<file path="src/rtl/dcache_txn_tracker.sv">
// -----------------------------------------------------------------------------
// dcache_txn_tracker
// Tracks in-flight transactions between core memory requests and the HPDC
// request port.
//   - A request is forwarded only when its tag is idle, the outstanding count
//     is below MAX_INFLIGHT and no fence is draining.
//   - Counts outstanding transactions.
//   - Flags (sticky) responses that arrive for tags with nothing outstanding.
//   - Fence: blocks new requests until every response has returned and the
//     write buffer is empty, then pulses fence_done_o for one cycle.
//
// Ports
//   clk_i, rst_i      clock, asynchronous active-high reset
//   req_valid_i       core request valid
//   req_tag_i         core request tag
//   req_ready_o       request accepted by the cache this cycle
//   req_valid_o       request valid towards the HPDC
//   cache_ready_i     HPDC request ready
//   rsp_valid_i       HPDC response valid
//   rsp_tag_i         HPDC response tag
//   wbuf_empty_i      HPDC write buffer empty
//   fence_i           fence request pulse
//   fence_busy_o      fence in progress
//   fence_done_o      one-cycle pulse when the fence completes
//   inflight_o        current outstanding count
//   stall_tag_o       request blocked by a busy tag
//   stall_full_o      request blocked by the outstanding limit
//   err_rsp_o         sticky: response arrived for an idle tag
// -----------------------------------------------------------------------------
module dcache_txn_tracker #(
   parameter int TAG_W        = 7,
   parameter int MAX_INFLIGHT = 16,
   parameter bit RSP_BYPASS   = 1'b0,
   localparam int CNT_W       = $clog2(MAX_INFLIGHT + 1)
) (
   input  logic             clk_i,
   input  logic             rst_i,
   input  logic             req_valid_i,
   input  logic [TAG_W-1:0] req_tag_i,
   output logic             req_ready_o,
   output logic             req_valid_o,
   input  logic             cache_ready_i,
   input  logic             rsp_valid_i,
   input  logic [TAG_W-1:0] rsp_tag_i,
   input  logic             wbuf_empty_i,
   input  logic             fence_i,
   output logic             fence_busy_o,
   output logic             fence_done_o,
   output logic [CNT_W-1:0] inflight_o,
   output logic             stall_tag_o,
   output logic             stall_full_o,
   output logic             err_rsp_o
);

   localparam int NUM_TAGS = 1 << TAG_W;

   typedef enum logic [1:0] {
      RUN   = 2'd0,
      DRAIN = 2'd1,
      DONE  = 2'd2
   } state_t;

   state_t              state;
   state_t              state_next;
   logic [NUM_TAGS-1:0] busy;
   logic [CNT_W-1:0]    inflight;
   logic                err_rsp;

   logic                rsp_match;
   logic                tag_free;
   logic                full;
   logic                run;
   logic                gate;
   logic                send;
   logic                recv;

   // Request gating: tag availability, outstanding limit and fence state
   always_comb begin
      // A response retiring the very tag being requested frees it in the same
      // cycle only when the bypass is built in.
      rsp_match = rsp_valid_i & (rsp_tag_i == req_tag_i) & busy[rsp_tag_i];
      if (RSP_BYPASS) begin
         tag_free = ~busy[req_tag_i] | rsp_match;
      end else begin
         tag_free = ~busy[req_tag_i];
      end
      full         = (inflight == CNT_W'(MAX_INFLIGHT));
      gate         = tag_free & ~full & run;
      req_valid_o  = req_valid_i & gate;
      req_ready_o  = cache_ready_i & gate;
      send         = req_valid_i & gate & cache_ready_i;
      recv         = rsp_valid_i & busy[rsp_tag_i];
      stall_tag_o  = req_valid_i & ~tag_free;
      // When the tag is free and the limit not reached, full is 0, so this
      // reduces to the plain "valid and full" term.
      stall_full_o = req_valid_i & full;
   end

   // Tag table: a response clears its tag, a send sets its tag (set wins)
   always_ff @(posedge clk_i or posedge rst_i) begin
      if (rst_i) begin
         busy <= {NUM_TAGS{1'b0}};
      end else begin
         if (recv) begin
            busy[rsp_tag_i] <= 1'b0;
         end
         if (send) begin
            busy[req_tag_i] <= 1'b1;
         end
      end
   end

   // Outstanding counter; full gates send and recv needs a busy tag, so it
   // can neither overflow nor underflow
   always_ff @(posedge clk_i or posedge rst_i) begin
      if (rst_i) begin
         inflight <= {CNT_W{1'b0}};
      end else begin
         case ({send, recv})
            2'b10:   inflight <= inflight + CNT_W'(1);
            2'b01:   inflight <= inflight - CNT_W'(1);
            default: inflight <= inflight;
         endcase
      end
   end

   // Sticky error for responses to idle tags
   always_ff @(posedge clk_i or posedge rst_i) begin
      if (rst_i) begin
         err_rsp <= 1'b0;
      end else if (rsp_valid_i & ~busy[rsp_tag_i]) begin
         err_rsp <= 1'b1;
      end else begin
         err_rsp <= err_rsp;
      end
   end

   // Fence FSM state register
   always_ff @(posedge clk_i or posedge rst_i) begin
      if (rst_i) begin
         state <= RUN;
      end else begin
         state <= state_next;
      end
   end

   // Fence FSM next-state logic
   always_comb begin
      state_next = state;
      case (state)
         RUN: begin
            if (fence_i) begin
               state_next = DRAIN;
            end else begin
               state_next = RUN;
            end
         end
         DRAIN: begin
            // A response landing this cycle is still being retired; wait one
            // more cycle so the counter has settled.
            if ((inflight == {CNT_W{1'b0}}) & wbuf_empty_i & ~recv) begin
               state_next = DONE;
            end else begin
               state_next = DRAIN;
            end
         end
         DONE:    state_next = RUN;
         default: state_next = RUN;
      endcase
   end

   // Fence FSM outputs
   always_comb begin
      run          = 1'b0;
      fence_busy_o = 1'b1;
      fence_done_o = 1'b0;
      case (state)
         RUN: begin
            run          = 1'b1;
            fence_busy_o = 1'b0;
         end
         DRAIN: begin
            fence_busy_o = 1'b1;
         end
         DONE: begin
            fence_done_o = 1'b1;
         end
         default: begin
            run          = 1'b0;
            fence_busy_o = 1'b1;
            fence_done_o = 1'b0;
         end
      endcase
   end

   assign inflight_o = inflight;
   assign err_rsp_o  = err_rsp;

endmodule

</file>
<file path="config.mk">
export PLATFORM = sky130hd
export DESIGN_NAME = dcache_txn_tracker
export DESIGN_NICKNAME = d
export VERILOG_FILES = /design/src/rtl/dcache_txn_tracker.sv
export SDC_FILE = /design/constraint.sdc
export NUM_CORES = 1
export LEC_CHECK = 0
export CAP_MARGIN = 20
export CORE_ASPECT_RATIO = 1.4
export CORE_MARGIN = 2
export CORE_UTILIZATION = 49
export DETAILED_ROUTE_END_ITERATION = 12
export DONT_BUFFER_PORTS = 1
export SYNTH_ARGS = -nofsm -noshare
export SYNTH_HDL_FRONTEND = slang
export SYNTH_SLANG_ARGS = --single-unit
</file>
<file path="constraint.sdc">
create_clock -name clk_i -period 6.4 [get_ports clk_i]
set_input_delay 1.28 -clock clk_i [delete_from_list [all_inputs] [get_ports clk_i]]
set_output_delay 1.28 -clock clk_i [all_outputs]
set_load 0.005 [all_outputs]
</file>
==> out/metrics.cfg, run 1 <==
[outcome]
status = completed

[power_and_ir_drop]
power_frac_clock_pct = 38.9
seqPwrFrac_pct = 42.3
power.density_nw_per_um2 = 270
p_int_mw = 1.75
max-vdd-ir-drop_v = 0.000175
switching_power_mw = 0.842
p_leak_nw = 4.32
switching_share_pct = 32.5
power_frac_comb_pct = 18.8

[sta]
post-route-min-period_ns = 4.78
rsz0062_at_grt = false
max_freq_mhz = 209
finalSetupTns_ns = 0
min_period_over_period_pct = 74.8
finalHoldViolations = 0
slew_violations = 0
fin_worst_skew_ns = 0.00778
worst_slew_pin_slew_ns = 1.11
setup_violations = 0
slew_headroom_pct = 25.7

[synth]
ys.flop_type = dfrtp_1
synth_area_um2 = 9090
synth_top_area_share_pct = 37.5
syn_avg_cell_area_um2 = 8.16
synth_area_leader_cell = dfrtp_1
synth_cells = 1113
async_reset_ff_share_pct = 100
ys_top_cells_by_area = dfrtp_1 37%, o22ai_1 11%, mux2i_1 8.4%
synth.distinct_cells = 58
synth_edf_count = 0
ys_seq_area_share_pct = 37.5
ys_ff_latch = 136
synth_fp_nets = 1138
ys_warn_count = 0

[die]
die_w_um = 119
core_um2 = 18100
dieArea_um2 = 19700
die_y_um = 165
ios = 33
std_cell_rows = 58
start_util_pct = 50.3

[grt]
grt_start_max_net_pins = 95
antenna_found_initial = 0
busiest_layer = met2
grt_overflow = 0
track_usage_pct = 33.7
use_met1_pct = 42.5
grt_pass1_vias = 8392
grt_pass1_wl_um = 50100
use_met2_pct = 53.6
grtUsageMet3_pct = 6.97

[clock_tree]
cts_tree = built
post_cts_resized = 0
insertion_delay_ns = 0.45
holdBufCountCts = 0
postCtsSetupBuffers = 0
clock_sinks = 136
cts_buffer_depth = 2
cts.clk_slew.worst_paths_ns = 0.06
cts_buffers = 17
root_buffer = clkbuf_16
htreeDepth = 4

[worst_setup_path]
r2r_start = busy[7]
cp-end-kind = primary output
crit_path_start_kind = input pin
crit_required_ns = 5.12
rr_endpoint = inflight_o[4]
crit_fanout = 16
r2r_setup_slack_ns = 2.25
crit_type = in2out
ff2ff_path_depth = 15
arrival_ns = 3.50

[layout]
layout_commonest_cell = nand2_1
multi_input_area_um2 = 4660
diodes = 0
seqCellArea_um2 = 3400
instances_no_fill = 1314
nNetsFinal = 1086
drive_gt1_share_pct = 7.36
final_cell_mix = 174 x nand2_1, 161 x o22ai_1, 140 x inv_1
synthToLayoutAreaGrowth_pct = 5.59
final.fill_count = 1730

[worst_hold_path]
min_from = state[1]
whs_path_depth = 1
min_path_type = reg2reg
hold_end = state[0]

[routing]
routed_wl_um = 32300
vias = 8487
first_iter_violations = 910
via_per_inst = 6.46
ant_nets = 0
drt-wirelength-per-cell_um = 24.6
drcViolationCount = 0
drtPass1Iterations = 6

[place]
dp_cells = 1282
portBuffers = 0
dpl.hpwl_um = 20300
place_congestion = 0.989

[run]
drv_cap = 0

==> cell usage after synthesis (3+ instances only) <==
cell type / n
nand2_1: 174
o22ai_1: 161
inv_1: 141
dfrtp_1: 136
a21oi_1: 134
mux2i_1: 76
buf_2: 39
nor2_1: 38
o21ai_0: 23
clkbuf_1: 22
buf_6: 15
a221oi_1: 14
mux4_2: 11
nand3_1: 10
mux2_2: 9
nor2b_1: 9
nand2b_1: 8
nor3_1: 8
and3_1: 5
buf_4: 5
xor2_1: 5
a31oi_1: 4
a41oi_1: 4
ha_1: 4
o221ai_1: 4
a22oi_1: 3
a32oi_1: 3
and2_1: 3
clkbuf_2: 3
nand4_1: 3
o32a_1: 3
==> power groups by stage <==
stage | clock, mW | sequential (mW) | combinational, mW
5_1_grt | 1.04 | 1.11 | 0.543
6_report | 1.01 | 1.09 | 0.486
4_1_cts | 1.01 | 1.09 | 0.480
3_5_place_dp | 0 | 1.11 | 0.478
3_3_place_gp | 0 | 1.10 | 0.474
2_1_floorplan | 0 | 1.05 | 0.431
==> how the worst max path moves through the flow <==
stage            startpoint       endpoint
2_1_floorplan         rst_i        busy[0]
3_3_place_gp   req_tag_i[1]  inflight_o[4]
3_5_place_dp   req_tag_i[1]  inflight_o[4]
4_1_cts        req_tag_i[1]    req_ready_o
5_1_grt        req_tag_i[2]  inflight_o[4]
6_report       req_tag_i[2]    req_ready_o
==> layout make-up <==
class	count	area share, %
clock buffers	18	4.58
clock inverters	14	1.54
inverters	141	5.57
multi-input cells	751	48.6
flip-flops and latches	136	35.5
well taps	240	3.13
repair buffers	14	1.10
==> metal layers <==
layer / vias to the layer above / wire length (um) / part of all wire [%]
met4: 2 / 1820 / 5.6
met5: - / 46 / 0.14
met3: 130 / 2910 / 9.0
li1: 3844 / - / -
met1: 4054 / 12600 / 39
met2: 457 / 14900 / 46
==> per-stage QoR <==
step                hold WS (ns)  cell area, um2  util (%)  setup WS (ns)  total power [mW]
floorplan                  0.441            9090         -           1.48              1.48
global placement           0.471            9010      49.8           1.30              1.58
detailed placement         0.479            9010      49.8           1.25              1.58
CTS                        0.489            9590      53.1           1.66              2.58
global route               0.504            9590      53.1           1.30              2.69
finish                     0.483            9590      53.1           1.62              2.59
==> critical path, cell delays in order <==
cell      delay [ns]
nand2b_1        0.72
o22ai_1         0.19
o21ai_0         0.27
a41oi_1         0.24
nor4_2          0.37
buf_4           0.23
and3_1          0.21
==> registers in the layout (all words and copies together) (netlist names) <==
| register | count |
|---|---|
| busy | 128 |
| inflight_o | 5 |
| state | 2 |
| err_rsp_o | 1 |
==> kinds of logic (layout without fill, tap and decap cells) <==
kind of cell / count (synthesis) / in the layout / share of synthesized area [%]
compound gates: 371 / 371 / 24.7
fa+ha+maj: 4 / 4 / 0.551
buf+inv: 226 / 187 / 11.4
mux: 96 / 96 / 12.2
flops: 136 / 136 / 37.5
simple gates: 273 / 273 / 13.0
xor+xnor: 7 / 7 / 0.675
(Power assumes the default switching activity.)
==> run 2: changes to the inputs <==
==> constraint.sdc (replaced) <==
create_clock -name clk_i -period 5 [get_ports clk_i]
set_input_delay 1 -clock clk_i [delete_from_list [all_inputs] [get_ports clk_i]]
set_output_delay 1 -clock clk_i [all_outputs]
set_load 0.005 [all_outputs]
==> out/metrics.cfg, run 2 (synthesized netlist as in run 1, its figures left out) <==
[sta]
finalHoldViolations = 0  ; unchanged
rsz0062_at_grt = false
max_freq_mhz = 242
hold_ws_ns = 0.486  ; +0.00236 ns
post-route-min-period_ns = 4.14
setup_violations = 0  ; unchanged
finalSetupTns_ns = 0  ; unchanged
worst_slew_pin_slew_ns = 1.06  ; -0.0559 ns
min_period_over_period_pct = 82.7
slew_violations = 0  ; unchanged
fin_worst_skew_ns = 0.00860  ; +0.000823 ns
slew_headroom_pct = 29.5  ; +3.7 points

[worst_setup_path]
crit_type = in2reg
slowest_delay_ns = 0.57  ; -0.15 ns
cp-end-kind = flip-flop
cp_common_cell = xor2_1
crit_required_ns = 5.31  ; +0.19 ns
crit_path_top_delay_cell = nand2b_1
crit_fanout = 16  ; unchanged
crit_path_start_kind = input pin
crit_path_cell_trace = nand2b_1 -> o22ai_1 -> o21ai_0 -> a41oi_1 -> nor4_2 -> and3_1 -> nand2_1 -> ha_1 -> xor2_1 -> ha_1 -> o21ai_0 -> a21oi_1 -> a21oi_1 -> xor2_1 -> nor2_1 -> xor2_1
arrival_ns = 4.45  ; +0.95 ns

[power_and_ir_drop]
max-vdd-ir-drop_v = 0.000265  ; +52%
total_power_mw = 3.41  ; +32%
power.density_nw_per_um2 = 351  ; +30%
p_leak_nw = 4.38  ; +1.4%

[die]
core_um2 = 18100  ; unchanged
die_w_um = 119  ; unchanged
std_cell_rows = 58  ; unchanged
start_util_pct = 50.3  ; unchanged
dieArea_um2 = 19700  ; unchanged
die_y_um = 165  ; unchanged
ios = 33  ; unchanged

[routing]
via_per_inst = 6.43  ; -0.44%
drtPass1Iterations = 5  ; -1
drcViolationCount = 0  ; unchanged
first_iter_violations = 1074  ; +18%
ant_nets = 0  ; unchanged
routed_wl_um = 32100  ; -0.44%
vias = 8501  ; +0.16%
drt-wirelength-per-cell_um = 24.3  ; -1.0%

[clock_tree]
root_buffer = clkbuf_16
clock_sinks = 136  ; unchanged
cts_tree = built
htreeDepth = 4  ; unchanged
cts_buffer_depth = 2  ; unchanged
cts.clk_slew.worst_paths_ns = 0.06  ; about the same
post_cts_resized = 0  ; unchanged
insertion_delay_ns = 0.43  ; -0.02 ns
postCtsSetupBuffers = 0  ; unchanged
cts_buffers = 17  ; unchanged
holdBufCountCts = 0  ; unchanged

[layout]
final_area_um2 = 9700  ; +1.1%
drive_gt1_share_pct = 7.77  ; +0.41 points
synthToLayoutAreaGrowth_pct = 6.75
final_cell_mix = 174 x nand2_1, 161 x o22ai_1, 140 x inv_1
largest_reg_flops = 128  ; unchanged
regMostFlops = busy
layout_commonest_cell = nand2_1
nNetsFinal = 1094  ; +0.74%

[grt]
antenna_found_initial = 0  ; unchanged
use_met2_pct = 53.8  ; +0.18 points
use_met1_pct = 43.1  ; +0.61 points
grtUsageMet3_pct = 6.35  ; -0.62 points
grt_overflow = 0  ; unchanged
grt_pass1_wl_um = 50100  ; -0.12%
track_usage_pct = 33.6  ; -0.14 points
grt_start_max_net_pins = 91  ; -4.2%
busiest_layer = met2
grt_pass1_vias = 8346  ; -0.55%

[outcome]
status = completed

[place]
portBuffers = 0  ; unchanged
dpl.hpwl_um = 20400  ; +0.53%
place_area_um2 = 9070  ; +0.67%
place_congestion = 0.950  ; -3.9%

[worst_hold_path]
min_path_type = reg2reg

[run]
drv_cap = 0  ; unchanged

## run 2: changes by cell type in the layout (fill, tap and decap cells not counted)
cell,previous run,this run
inv_6,4,2
buf_4,14,22
clkinv_2,4,1
clkinvlp_4,2,0
diode_2,0,1
clkbuf_1,0,2
clkinv_4,3,4
bufinv_16,2,4
clkbuf_8,1,2
## run 2: final cells by class
class	instances	area, um2
sequential	136	3400
fill	1708	8370
tap	240	300
clock inverter	10	169
timing repair buffer	22	165
multi-input combinational	751	4660
inverter	141	534
clock buffer	21	460
antenna	1	2.50
## run 2: power by group
| group | total, mW | internal [mW] | switching [mW] |
|---|---|---|---|
| logic | 0.641 | 0.248 | 0.393 |
| clock network | 1.37 | 0.863 | 0.508 |
| registers | 1.39 | 1.24 | 0.152 |
| total | 3.41 | 2.35 | 1.05 |
## run 2: metrics by stage
step	std cells	utilization (%)	worst slack [ns]
final	1322	53.7	0.865
after global routing	1321	53.7	0.547
after CTS	1321	53.7	0.931
after detailed placement	1290	50.2	0.486
after global placement	1290	50.2	0.613
after floorplan	1113	-	0.361
## run 2: critical path, delay by kind of cell
kind | cells | cell delay [ns]
xor+xnor | 3 | 0.47
compound gates | 6 | 1.00
fa+ha+maj | 2 | 0.50
simple gates | 5 | 1.47
## run 2: path summary, 6_finish.rpt
check,start,to,slack [ns],cells after the start
hold / removal,state[1],state[0],0.49,1
setup reg to reg,busy[7],inflight_o[4],1.24,15
max in group asynchronous,rst_i,busy[81],3.47,2
hold reg to reg,state[1],state[0],0.49,1
min in group asynchronous,rst_i,busy[29],0.53,1
setup / recovery,req_tag_i[2],inflight_o[4],0.86,16
## run 2: layer usage
metal	vias to the layer above	share of wire, %
li1	3865	-
met1	4129	41
met2	397	47
met3	110	7.2
met4	0	5.0
met5	-	0
